[src/rtl/uart_pkg.sv]
// Shared definitions for the UART receive path: state encoding, default
// parameters and the oversample tick positions used for bit sampling.
package uart_pkg;

  localparam int DEF_DATA_BITS    = 8;
  localparam int DEF_STOP_TICKS   = 16;
  localparam int DEF_BAUD_DIVISOR = 651;  // 100 MHz / (9600 x 16)

  // Oversample tick positions within one 16-tick bit period
  localparam logic [3:0] MID_BIT_TICK = 4'd7;
  localparam logic [3:0] END_BIT_TICK = 4'd15;

  typedef enum logic [1:0] {
    ST_IDLE  = 2'd0,
    ST_START = 2'd1,
    ST_DATA  = 2'd2,
    ST_STOP  = 2'd3
  } rx_state_e;

endpackage

[src/rtl/baud_rate_generator.sv]
// Free-running divider producing a one-clock oversample tick every
// BAUD_DIVISOR clocks.
module baud_rate_generator
  import uart_pkg::*;
#(
  parameter int BAUD_DIVISOR = DEF_BAUD_DIVISOR
) (
  input  logic clk_100Mhz,
  input  logic reset,
  output logic tick
);

  localparam int CW = (BAUD_DIVISOR > 1) ? $clog2(BAUD_DIVISOR) : 1;
  localparam logic [CW-1:0] LAST_CNT = CW'(BAUD_DIVISOR - 1);

  logic [CW-1:0] cnt_q, cnt_d;

  always_comb begin
    cnt_d = (cnt_q == LAST_CNT) ? '0 : cnt_q + 1'b1;
  end

  always_ff @(posedge clk_100Mhz or posedge reset) begin
    if (reset) begin
      cnt_q <= '0;
    end else begin
      cnt_q <= cnt_d;
    end
  end

  assign tick = (cnt_q == LAST_CNT);

endmodule

[src/rtl/uart_receiver.sv]
// 16x oversampling UART receiver: synchronizes rx, samples mid-bit, and emits
// a registered done pulse per good frame or a framing-error pulse per bad stop.
module uart_receiver
  import uart_pkg::*;
#(
  parameter int DATA_BITS    = DEF_DATA_BITS,
  parameter int STOP_TICKS   = DEF_STOP_TICKS,
  parameter int BAUD_DIVISOR = DEF_BAUD_DIVISOR
) (
  input  logic                 clk_100Mhz,
  input  logic                 reset,
  input  logic                 rx,
  output logic [DATA_BITS-1:0] rx_data_out,
  output logic                 rx_done_tick,
  output logic                 framing_error,
  output logic                 rx_busy
);

  localparam int NW = (DATA_BITS > 1) ? $clog2(DATA_BITS) : 1;
  localparam logic [NW-1:0] LAST_BIT  = NW'(DATA_BITS - 1);
  localparam logic [3:0]    STOP_LAST = 4'(STOP_TICKS - 1);

  logic                 rx_meta_q, rx_s_q;
  logic                 rx_s;
  logic                 s_tick;
  rx_state_e            state_q, state_d;
  logic [3:0]           s_cnt_q, s_cnt_d;
  logic [NW-1:0]        n_cnt_q, n_cnt_d;
  logic [DATA_BITS-1:0] shift_q, shift_d;
  logic [DATA_BITS-1:0] data_q, data_d;
  logic                 done_q, done_d;
  logic                 ferr_q, ferr_d;
  logic                 stop_end;

  baud_rate_generator #(
    .BAUD_DIVISOR(BAUD_DIVISOR)
  ) u_baud (
    .clk_100Mhz(clk_100Mhz),
    .reset     (reset),
    .tick      (s_tick)
  );

  // Synchronizer flops reset to the idle line level so no false start is seen
  always_ff @(posedge clk_100Mhz or posedge reset) begin
    if (reset) begin
      rx_meta_q <= 1'b1;
      rx_s_q    <= 1'b1;
    end else begin
      rx_meta_q <= rx;
      rx_s_q    <= rx_meta_q;
    end
  end

  assign rx_s = rx_s_q;

  always_ff @(posedge clk_100Mhz or posedge reset) begin
    if (reset) begin
      state_q <= ST_IDLE;
      s_cnt_q <= '0;
      n_cnt_q <= '0;
      shift_q <= '0;
      data_q  <= '0;
      done_q  <= 1'b0;
      ferr_q  <= 1'b0;
    end else begin
      state_q <= state_d;
      s_cnt_q <= s_cnt_d;
      n_cnt_q <= n_cnt_d;
      shift_q <= shift_d;
      data_q  <= data_d;
      done_q  <= done_d;
      ferr_q  <= ferr_d;
    end
  end

  always_comb begin
    state_d = state_q;
    s_cnt_d = s_cnt_q;
    n_cnt_d = n_cnt_q;
    shift_d = shift_q;
    unique case (state_q)
      ST_IDLE: begin
        if (!rx_s) begin
          state_d = ST_START;
          s_cnt_d = '0;
        end
      end
      ST_START: begin
        if (s_tick) begin
          if (s_cnt_q == MID_BIT_TICK) begin
            // A start bit that is high again at its midpoint was a glitch
            if (!rx_s) begin
              state_d = ST_DATA;
              s_cnt_d = '0;
              n_cnt_d = '0;
            end else begin
              state_d = ST_IDLE;
            end
          end else begin
            s_cnt_d = s_cnt_q + 4'd1;
          end
        end
      end
      ST_DATA: begin
        if (s_tick) begin
          if (s_cnt_q == END_BIT_TICK) begin
            shift_d = {rx_s, shift_q[DATA_BITS-1:1]};
            s_cnt_d = '0;
            if (n_cnt_q == LAST_BIT) begin
              state_d = ST_STOP;
            end else begin
              n_cnt_d = n_cnt_q + 1'b1;
            end
          end else begin
            s_cnt_d = s_cnt_q + 4'd1;
          end
        end
      end
      ST_STOP: begin
        if (s_tick) begin
          if (s_cnt_q == STOP_LAST) begin
            state_d = ST_IDLE;
          end else begin
            s_cnt_d = s_cnt_q + 4'd1;
          end
        end
      end
      default: state_d = ST_IDLE;
    endcase
  end

  // Pulses are decided on the last stop tick and registered, so they appear
  // one clock later together with the freshly loaded data word.
  always_comb begin
    stop_end = (state_q == ST_STOP) && s_tick && (s_cnt_q == STOP_LAST);
    done_d   = stop_end && rx_s;
    ferr_d   = stop_end && !rx_s;
    data_d   = done_d ? shift_q : data_q;
  end

  assign rx_data_out   = data_q;
  assign rx_done_tick  = done_q;
  assign framing_error = ferr_q;
  assign rx_busy       = (state_q != ST_IDLE);

endmodule

[config.mk]
export PLATFORM = sky130hd
export DESIGN_NAME = uart_receiver
export DESIGN_NICKNAME = d
export VERILOG_FILES = /design/src/rtl/uart_pkg.sv /design/src/rtl/baud_rate_generator.sv /design/src/rtl/uart_receiver.sv
export SDC_FILE = /design/constraint.sdc
export NUM_CORES = 1
export LEC_CHECK = 0
export ABC_CLOCK_PERIOD_IN_PS = 3250
export BUFFER_PORTS_ARGS = -buffer_cell sky130_fd_sc_hd__buf_2
export CORE_MARGIN = 2
export CORE_UTILIZATION = 40
export CTS_CLUSTER_DIAMETER = 40
export CTS_CLUSTER_SIZE = 30
export DETAILED_ROUTE_END_ITERATION = 6
export SYNTH_ARGS = -nofsm -noshare
export SYNTH_HDL_FRONTEND = slang
export SYNTH_SLANG_ARGS = --single-unit
[constraint.sdc]
create_clock -name clk_100Mhz -period 3.25 [get_ports clk_100Mhz]
set_clock_uncertainty 0.05 [all_clocks]
set_input_delay 0.1625 -clock clk_100Mhz [delete_from_list [all_inputs] [get_ports clk_100Mhz]]
set_output_delay 0.1625 -clock clk_100Mhz [all_outputs]
set_load 0.005 [all_outputs]
==> results_dict.tcl <==
set metrics [dict create \
    end_kind "flip-flop" \
    fin_tns_setup_ns 0 \
    drc 0 \
    timing.slew.headroom 0.6772 \
    finalNonFillerCells 216 \
    viasPerCell 5.139 \
    synth-main-ff-cell "dfrtp_1" \
    post-route-period-util 0.6422 \
    regArea_um2 978.4 \
    avgSynthCellArea_um2 12.16 \
    switching_power_w 0.0001964 \
    tightest_slew_ns 0.4842 \
    r2r_slack_ns 1.16 \
    drv_slew 0 \
    ant_nets 0 \
    finish.net_count 171 \
    wl_um 3031 \
    fp-row-count 24 \
    setup_violations 0 \
    ys_warn_count 0 \
    pwr-share-seq 0.581 \
    die_y_um 70.39 \
    die_w_um 70.39 \
    synth_cell_types 38 \
    grt_pass1_wl_um 5375 \
    routedWlPerCell_um 14.03 \
    p_leak_nw 0.9766 \
    antenna_found_initial 0 \
    cts_resized 0 \
    synth_fp_nets 153 \
    clock_power_share 0.402 \
    synth_compound_area_frac 0.05678 \
    synth_mux_area_frac 0.1022 \
    setup_ws_ns 1.163 \
    synthSimpleGateAreaFrac 0.1604 \
    internal-power_w 0.0006438 \
    cts.sinks 39 \
    syn_to_final_growth_pct 12.35 \
    port_buffers 13 \
    dieArea_um2 4954 \
    synth.cell_area_um2 1763 \
    timing.final.crit_period_ns 2.087 \
    clock_latency_ns 0.29 \
    htree_levels 2 \
    synth_cells 145 \
    critical_path_class "reg -> reg" \
    yosysSeqAreaShare 0.5550 \
    synth_edf_count 0 \
    grt_max_degree 40 \
    fmax_mhz 479.1 \
    placed_cells 206 \
    critPathArrivalTime_ns 2.23 \
    switching_share 0.2338 \
    synthXorXnorAreaFrac 0.05465 \
    n_antenna_cell 0 \
    cts-root-buf "clkbuf_8" \
    drt-initial-drc-count 34 \
    synth-seq-cells 39 \
    core-area_um2 4294 \
    hold_path_class "reg -> reg" \
    cts_buffer_depth 2 \
    layout_common_cells "dfrtp_1, mux2_2, buf_2" \
    num_vias 1110 \
    layout-drive-gt1-share 0.2805 \
    clk_pin_slew_ns 0.08 \
    hold_viol_final 0 \
    status "finished, final reports clean" \
    post_cts_buffers 0 \
    combPwrFrac 0.017 \
    cts_buffers 5 \
    multi_input_comb_area_um2 721.9 \
    max_cap_viol_count 0 \
    peakVddDrop_uv 309.8 \
    tritoncts "done" \
    grt_pass1_vias 1157 \
    fillCellCount 412 \
    synthAdderAreaFrac 0.03549 \
    synth_top_family_by_area "simple AND/OR/NAND/NOR gates" \
    place_hpwl_um 2156 \
    async_reset_ff_frac 1.000 \
    grt_usage 0.1401 \
    place_congestion 0.7903 \
    path_max_fanout 9 \
    power_density_nw_per_um2 424.2 \
    preCtsSetupSlack_ns 1.150 \
    rsz0062_at_grt "no" \
    pin_count 14 \
    worstPathRequired_ns 3.39 \
    final_common_cell "dfrtp_1" \
    cts_hold_buf 2 \
    initial_core_util 0.4105 \
    worst_setup_path_start_kind "flip-flop" \
    first_pass_iters 4 \
    gr-total-overflow 0 \
]
layout make-up:
cell class	instances	area share
clock buffer	5	0.03474
clock inverter	3	0.01200
inverter	8	0.01516
multi-input combinational	93	0.3645
sequential	39	0.4940
tap	52	0.03285
timing repair buffer	16	0.04675
final timing paths:
| kind | startpoint | to | cells after the start |
|---|---|---|---|
| setup / recovery | u_baud.cnt_q[2] | s_cnt_q[2] | 5 |
| hold / removal | rx_meta_q | rx_s | 0 |
| setup reg to reg | u_baud.cnt_q[2] | s_cnt_q[2] | 5 |
| hold reg to reg | rx_meta_q | rx_s | 0 |
| max in group asynchronous | reset | rx_s | 4 |
| min in group asynchronous | reset | u_baud.cnt_q[7] | 4 |
state kept, by name (all words and copies together) (netlist names), named ones only:
register and flops:
rx_done_tick 1, state_q 1, rx_data_out 8, rx_s 1, rx_meta_q 1, u_baud.cnt_q 10, s_cnt_q 4, shift_q 8
framing_error 1, n_cnt_q 3
routing by layer:
metal	vias to the layer above	wire length, um	GRT usage
met4	0	46	0.05342
met3	5	82	0.03896
met2	12	1499	0.2212
met5	-	0	0
li1	539	-	-
met1	554	1403	0.1830
stage by stage:
step	hold WS (ns)	utilization	total power, W	instance area, um^2
floorplan	0.1170	-	0.0005053	1763
global placement	0.2186	0.4350	0.0005101	1868
detailed placement	0.2209	0.4350	0.0005110	1868
CTS	0.3105	0.4612	0.0008524	1981
global route	0.3141	0.4612	0.0008793	1981
finish	0.3090	0.4612	0.0008402	1981
cell usage after synthesis, drive strengths merged (2+ instances only):
master | instances | share of area
ha | 5 | 0.035
nand2 | 7 | 0.016
nand3 | 10 | 0.031
dfrtp | 37 | 0.53
nor3 | 3 | 0.015
nor4b | 2 | 0.018
xor2 | 3 | 0.015
mux2 | 16 | 0.10
nor3b | 2 | 0.0085
o21ai | 6 | 0.017
inv | 8 | 0.017
a21oi | 2 | 0.0057
nor2 | 10 | 0.021
xnor2 | 8 | 0.040
and4 | 2 | 0.0099
and3 | 4 | 0.014
nand4 | 2 | 0.011
dfstp | 2 | 0.030
buf | 4 | 0.016
cell families (layout without fill, tap and decap cells):
kind of cell | Yosys count | in the layout
AND/OR/NAND/NOR | 46 | 46
multiplexers | 16 | 16
adder cells (fa/ha/maj) | 5 | 5
flip-flops | 39 | 39
buffers and inverters | 13 | 32
XOR/XNOR | 11 | 11
AO/OA/AOI/OAI | 15 | 15
power by group through the flow:
stage	clock network (W)	registers, W	logic [W]
after floorplan	0	0.000497	0.00000817
after global routing	0.000374	0.000488	0.0000169
after global placement	0	0.000497	0.0000127
after detailed placement	0	0.000497	0.0000135
after CTS	0.000349	0.000488	0.0000153
final	0.000338	0.000488	0.0000144
worst max-delay path: stages (launching register included):
cell and delay [ns]:
dfrtp_1 0.42, nor3b_1 0.32, and4_1 0.47, nand2_2 0.07
a221o_1 0.35, a211o_1 0.30
No activity file was read; power rests on OpenSTA's default activity.
